## src/rtl/pong_game_ctrl.sv

```systemverilog
// Pong game sequencer: game FSM, lives, BCD score, pause timer and ball freeze.
// Optional high-score register is enabled by defining PONG_HI_SCORE_EN.
module pong_game_ctrl #(
   parameter int LIVES      = 3,
   parameter int WAIT_TICKS = 120
) (
   input  logic       clk,
   input  logic       reset_n,
   input  logic       refr_tick,
   input  logic [3:0] btn,
   input  logic       hit,
   input  logic       miss,
   output logic       gra_still,
   output logic [1:0] state_out,
   output logic [2:0] lives,
   output logic [7:0] score,
   output logic [7:0] hi_score,
   output logic       timer_busy
);

   // state   | meaning
   // NEWGAME | idle, ball frozen, waiting for a start press
   // PLAY    | ball moving, hit/miss events counted
   // NEWBALL | ball frozen after a miss, press accepted once pause expires
   // OVER    | final result shown, returns to NEWGAME when pause expires
   typedef enum logic [1:0] {
      S_NEWGAME = 2'b00,
      S_PLAY    = 2'b01,
      S_NEWBALL = 2'b10,
      S_OVER    = 2'b11
   } state_t;

   localparam logic [2:0] LIVES_INIT = 3'(LIVES);
   localparam logic [7:0] WAIT_INIT  = 8'(WAIT_TICKS);

   state_t     state, state_nxt;
   logic       btn_any, btn_any_d, press;
   logic [7:0] timer, timer_nxt;
   logic       timer_load;
   logic [2:0] lives_nxt;
   logic [7:0] score_nxt;

   function automatic logic [7:0] bcd_inc(input logic [7:0] v);
      logic [7:0] r;
      if (v[3:0] == 4'd9) begin
         if (v[7:4] == 4'd9) r = 8'h00;
         else                r = {v[7:4] + 4'd1, 4'h0};
      end else begin
         r = {v[7:4], v[3:0] + 4'd1};
      end
      return r;
   endfunction

   assign btn_any    = |btn;
   assign press      = btn_any & ~btn_any_d;
   assign timer_busy = (timer != 8'd0);
   assign state_out  = state;

   always_comb begin
      state_nxt  = state;
      lives_nxt  = lives;
      score_nxt  = score;
      timer_load = 1'b0;
      case (state)
         S_NEWGAME: begin
            if (press) begin
               state_nxt = S_PLAY;
               score_nxt = 8'h00;
               lives_nxt = LIVES_INIT;
            end
         end
         S_PLAY: begin
            // a miss wins over a simultaneous hit; that hit is dropped
            if (miss) begin
               timer_load = 1'b1;
               if (lives <= 3'd1) begin
                  lives_nxt = 3'd0;
                  state_nxt = S_OVER;
               end else begin
                  lives_nxt = lives - 3'd1;
                  state_nxt = S_NEWBALL;
               end
            end else if (hit) begin
               score_nxt = bcd_inc(score);
            end
         end
         S_NEWBALL: begin
            if (press && !timer_busy) state_nxt = S_PLAY;
         end
         S_OVER: begin
            if (!timer_busy) state_nxt = S_NEWGAME;
         end
         default: state_nxt = S_NEWGAME;
      endcase

      if (timer_load)                  timer_nxt = WAIT_INIT;
      else if (refr_tick && timer_busy) timer_nxt = timer - 8'd1;
      else                             timer_nxt = timer;
   end

   always_ff @(posedge clk or negedge reset_n) begin
      if (!reset_n) begin
         state     <= S_NEWGAME;
         gra_still <= 1'b1;
         lives     <= LIVES_INIT;
         score     <= 8'h00;
         timer     <= 8'd0;
         btn_any_d <= 1'b0;
      end else begin
         state     <= state_nxt;
         gra_still <= (state_nxt != S_PLAY);
         lives     <= lives_nxt;
         score     <= score_nxt;
         timer     <= timer_nxt;
         btn_any_d <= btn_any;
      end
   end

`ifdef PONG_HI_SCORE_EN
   always_ff @(posedge clk or negedge reset_n) begin
      if (!reset_n) begin
         hi_score <= 8'h00;
      end else if (state == S_PLAY && state_nxt == S_OVER && score > hi_score) begin
         hi_score <= score;
      end
   end
`else
   assign hi_score = 8'h00;
`endif

endmodule
```

## config.mk

```make
export PLATFORM = sky130hd
export DESIGN_NAME = pong_game_ctrl
export DESIGN_NICKNAME = d
export VERILOG_FILES = /design/src/rtl/pong_game_ctrl.sv
export SDC_FILE = /design/constraint.sdc
export NUM_CORES = 1
export LEC_CHECK = 0
export CORE_ASPECT_RATIO = 1.4
export CORE_UTILIZATION = 49
export DETAILED_ROUTE_END_ITERATION = 10
export PLACE_DENSITY = 0.78
export REMOVE_ABC_BUFFERS = 1
export SLEW_MARGIN = 40
export SYNTH_ARGS = -nofsm -noshare
export SYNTH_HDL_FRONTEND = slang
export SYNTH_SLANG_ARGS = --single-unit
```

## constraint.sdc

```tcl
create_clock -name clk -period 2.5 [get_ports clk]
set_input_delay 0.75 -clock clk [delete_from_list [all_inputs] [get_ports clk]]
set_output_delay 0.75 -clock clk [all_outputs]
set_load 0.005 [all_outputs]
```

## Word level (Yosys, flattened, before mapping)

Cells that the tools add are included.

- $add $sub $neg: 4
- Magnitude comparators: 1
- Equal/unequal tests: 11
- Muxes and demuxes: 20
- Bitwise gates (word level): 2
- Reductions and logical operators: 11

Operator list:

| operator | number |
|---|---|
| $mux 8 | 7 |
| $pmux 8 s2 | 1 |
| $ne 2x2->1 const B | 5 |
| $mux 3 | 3 |
| $add 4x1->4 const B | 2 |
| $eq 4x4->1 const B | 2 |
| $mux 2 | 4 |
| $pmux 2 s4 | 1 |
| $reduce_bool 8->1 | 1 |
| $sub 8x1->8 const B | 1 |
| $pmux 3 s2 | 1 |
| $reduce_and 5->1 | 1 |
| $eq 2x2->1 const B | 2 |
| $reduce_and 4->1 | 1 |
| $reduce_bool 2->1 | 2 |
| $reduce_or 4->1 | 1 |
| $le 3x1->1 const B | 1 |
| $mux 1 | 3 |
| $reduce_and 3->1 | 1 |
| $sub 3x1->3 const B | 1 |
| $eq 2x1->1 const B | 1 |
| $logic_and 1x1->1 | 2 |
| $logic_not 2->1 | 1 |
| $ne 2x1->1 const B | 1 |
| 3 further kinds | 3 |

- Register bits: 23
- Input port bits: 9
- Output and inout port bits: 23
- Logic and storage cells: 56

## Longest topological paths before layout

- Depth in word-level cells: 6
- Gate-level depth with buffers: 6
- Gate-level depth less buffers: 6

## Worst setup path after synthesis

No wires, ideal clock.

- Path kind: input-to-reg
- Start point: input port btn[1]
- End point: register score[7]
- Setup time: 0.143 ns
- Data arrival time: 1.935 ns
- Required time: 2.357 ns
- Slack: 0.422 ns
- Stages: 5
- Buffers on the path: 1
- Path through: or4_1 > clkbuf_1 > a32oi_4 > or3b_2 > o22ai_1

- Cells in the longest elaborated chain, start to end: 4

Ends and longest elaborated chain:

| what | line | RTL |
|---|---|---|
| start: declaration | 10 | `input logic [3:0] btn,` |
| $reduce_or 4->1 | 54 | `assign btn_any = \|btn;` |
| via btn_any | 37 | `logic btn_any, btn_any_d, press;` |
| $and 1x1->1 | 55 | `assign press = btn_any & ~btn_any_d;` |
| $ne 2x2->1 (no source line) | -- |  |
| $reduce_and 5->1 (no source line) | -- |  |
| end signal: assignment | 113 | `score <= score_nxt;` |
| end: declaration | 16 | `output logic [7:0] score,` |

The timed path passes the listed nets, and every way through them passes these cells.
A chain may end at the register's enable or synchronous reset.

## Worst setup path after layout

- Start point: register timer[1]
- End point: output port timer_busy

- Cells in the longest elaborated chain, start to end: 1

Ends and longest elaborated chain:

| what | line | RTL |
|---|---|---|
| start: declaration | 38 | `logic [7:0] timer, timer_nxt;` |
| start signal: assignment | 114 | `timer <= timer_nxt;` |
| $reduce_bool 8->1 | 56 | `assign timer_busy = (timer != 8'd0);` |
| end: declaration | 18 | `output logic timer_busy` |

No other way between the ends.

==> out/metrics.csv <==
metric;value;unit
crit_path_end_kind;output port;
tritoncts;done;
finalCriticalPeriod;2.380;ns
layout-drive-gt1-share;0.1525;
grt_pass1_wl;4767;µm
vias;1191;
hold_start;timer[1];
period_share;0.9519;
ff2ff_setup_slack;0.49;ns
rows;22;
power_frac_seq;0.460;
synth.cell_area;1400;µm²
hold_viol;0;
crit_path_max_incr_delay;0.40;ns
setup_viol;0;
synth_edf_count;0;
fin_worst_skew;0.01382;ns
crit_path_max_fanout;3;
cellPowerDensity;829.6;nW/µm²
r2r_end;score[7];
clockRootBuffer;clkbuf_4;
power.share.clock;0.129;
gp_congestion;0.7566;
startpoint_type;register;
reg2regPathDepth;5;
worst_ep_arrival_time;1.63;ns
die-area;3078;µm²
die_h;65.25;µm
synth_area_leader_cell;dfrtp_1;
ys_warn_count;0;
drv_slew;0;
drt_iter0_markers;43;
cp_slowest_cell;dfrtp_1;
grt_use_total;0.2101;
drc;0;
holdWs;0.5202;ns
avgRoutedWirePerCell;14.07;µm
cts.htree.levels;1;
postCtsHoldBufs;0;
antenna_found_initial;0;
grt_max_degree;24;
drt_pass1_iterations;4;
p_int;881.9;µW
combPwrFrac;0.411;
start_util;0.5244;
grt_overflow;0;
drt-total-wl;2997;µm
ys_async_sr_fraction;1.000;
required;1.75;ns
yosysTopAreaCellShare;0.3575;
clock_latency;0.33;ns
status;complete, no violations;
tns;0;ns
ir_drop;0.4749;mV
rr_startpoint;state_out[1];
avgSynthCellArea;9.524;µm²
yosys-top-cells-area;dfrtp_1, ha_1, dfstp_2;
dpl.hpwl;2228;µm
min_path_type;register to register;
ys.flop_type;dfrtp_1;
critPathKind;register to output port;
numPortBuffers;23;
yosysMostFrequentCell;dfrtp_1;
instances_no_fill;213;
ys_ff_latch;23;
path_clk_slew;0.13;ns
power;1436;µW
clockBufferDepth;2;
cts_buffers;3;
fin_nets;194;
fmax;420.2;MHz
io_pins;32;
area_delta_synth_final;23.59;%
min_to;timer[1];
syn_inst;147;
switching_power;553.7;µW
slew_headroom;0.6613;
cts.sinks;23;
hold_path_depth;2;
critPathBufInv;2;
synth.yosys.seq_area_share;0.4138;
core_area;2670;µm²
grt_pass1_vias;1152;
die_width;47.18;µm
n_antenna_cell;0;
worst_pin_slew;0.4953;ns
drt-vias-per-instance;5.592;
placed_cells;209;
path_delay_family;buffers and inverters;
p_leak;0.0006882;µW
worstPathCellList;inv_1 -> ha_2 -> nor3b_4 -> nand2_1 -> dlygate4sd2_1;
synthTopCellsByCount;dfrtp_1, o21ai_0, inv_1;
yosysUniqueCellTypes;45;
ant_nets;0;
cap_violations;0;
sw_frac_of_total;0.3857;
[power groups by stage]
stage / clock network [µW] / logic (µW) / registers (µW)
final: 185 / 590 / 660
after global routing: 202 / 659 / 683
after CTS: 190 / 584 / 648
after detailed placement: 0 / 578 / 653
after global placement: 0 / 552 / 640
after floorplan: 0 / 313 / 639
[sequential cells by signal, indices dropped and copies added (netlist names)]
| name | flops |
|---|---|
| lives | 3 |
| btn_any_d | 1 |
| timer | 8 |
| gra_still | 1 |
| state_out | 2 |
| score | 8 |
[how the worst max path moves through the flow]
stage                     startpoint          to  depth (start not counted)
after global placement        btn[1]    score[7]                          5
after CTS                   timer[1]  timer_busy                          5
after detailed placement      btn[1]    score[0]                          6
final                       timer[1]  timer_busy                          5
after global routing        timer[1]  timer_busy                          5
after floorplan               btn[1]    score[7]                          4
[timing repair]
item	CTS	global route
pin swaps	0	0
resized for setup	2	3
endpoints found under the setup margin	1	1
buffers inserted	0	0
[layer usage]
metal | vias up | GRT usage | share of wire
met2 | 29 | 0.3854 | 0.56
met3 | 2 | 0.02473 | 0.031
met4 | 0 | 0.06071 | 0.0047
met1 | 582 | 0.2416 | 0.41
met5 | - | 0 | 0
li1 | 578 | - | -
[per-stage QoR]
step / instance area, µm² / setup slack, ns / utilization
floorplan: 1349 / 0.4390 / -
finish: 1730 / 0.1202 / 0.6481
global route: 1730 / -0.004423 / 0.6481
detailed placement: 1684 / 0.02066 / 0.6307
global placement: 1684 / 0.07416 / 0.6307
CTS: 1715 / 0.09849 / 0.6425
[worst min-delay path, cell delays in order, from the launching register on]
cell and delay [ns]:
dfrtp_1 0.36, nand3_1 0.07, o31ai_1 0.06
[cell usage in the layout (no fill, tap or decap), drive strengths merged, types with 3 or more instances in the layout]
master	instances
a21oi	6
buf	8
clkbuf	3
clkdlybuf4s50	22
conb	8
dfrtp	20
dfstp	3
ha	7
inv	10
nand2	7
nand2b	4
nand3	8
nor2	9
nor3	3
o21ai	15
o31ai	3
or3	3
or3b	3
or4	3
[final cells by class]
class / count / area [µm²]
Clock buffer: 3 / 22.52
Clock inverter: 1 / 5.005
Fill cell: 239 / 939.7
Inverter: 10 / 37.54
Multi-Input combinational cell: 109 / 752.0
Sequential cell: 23 / 579.3
Tap cell: 36 / 45.04
Timing Repair Buffer: 31 / 289.0
[logic make-up (layout without fill, tap and decap cells)]
| kind of cell | Yosys count | count (layout) | share of synthesized area |
|---|---|---|---|
| and+or+nand+nor | 53 | 53 | 0.2180 |
| AOI/OAI and AO/OA | 37 | 37 | 0.1939 |
| DFF | 23 | 23 | 0.4138 |
| buffers and inverters | 22 | 45 | 0.08222 |
| adders and majority gates | 7 | 7 | 0.06255 |
| xor gates and xnor gates | 2 | 2 | 0.01251 |
| muxes | 2 | 2 | 0.01430 |
| other | 1 | 8 | 0.002678 |
No activity file was read; power rests on OpenSTA's default activity.
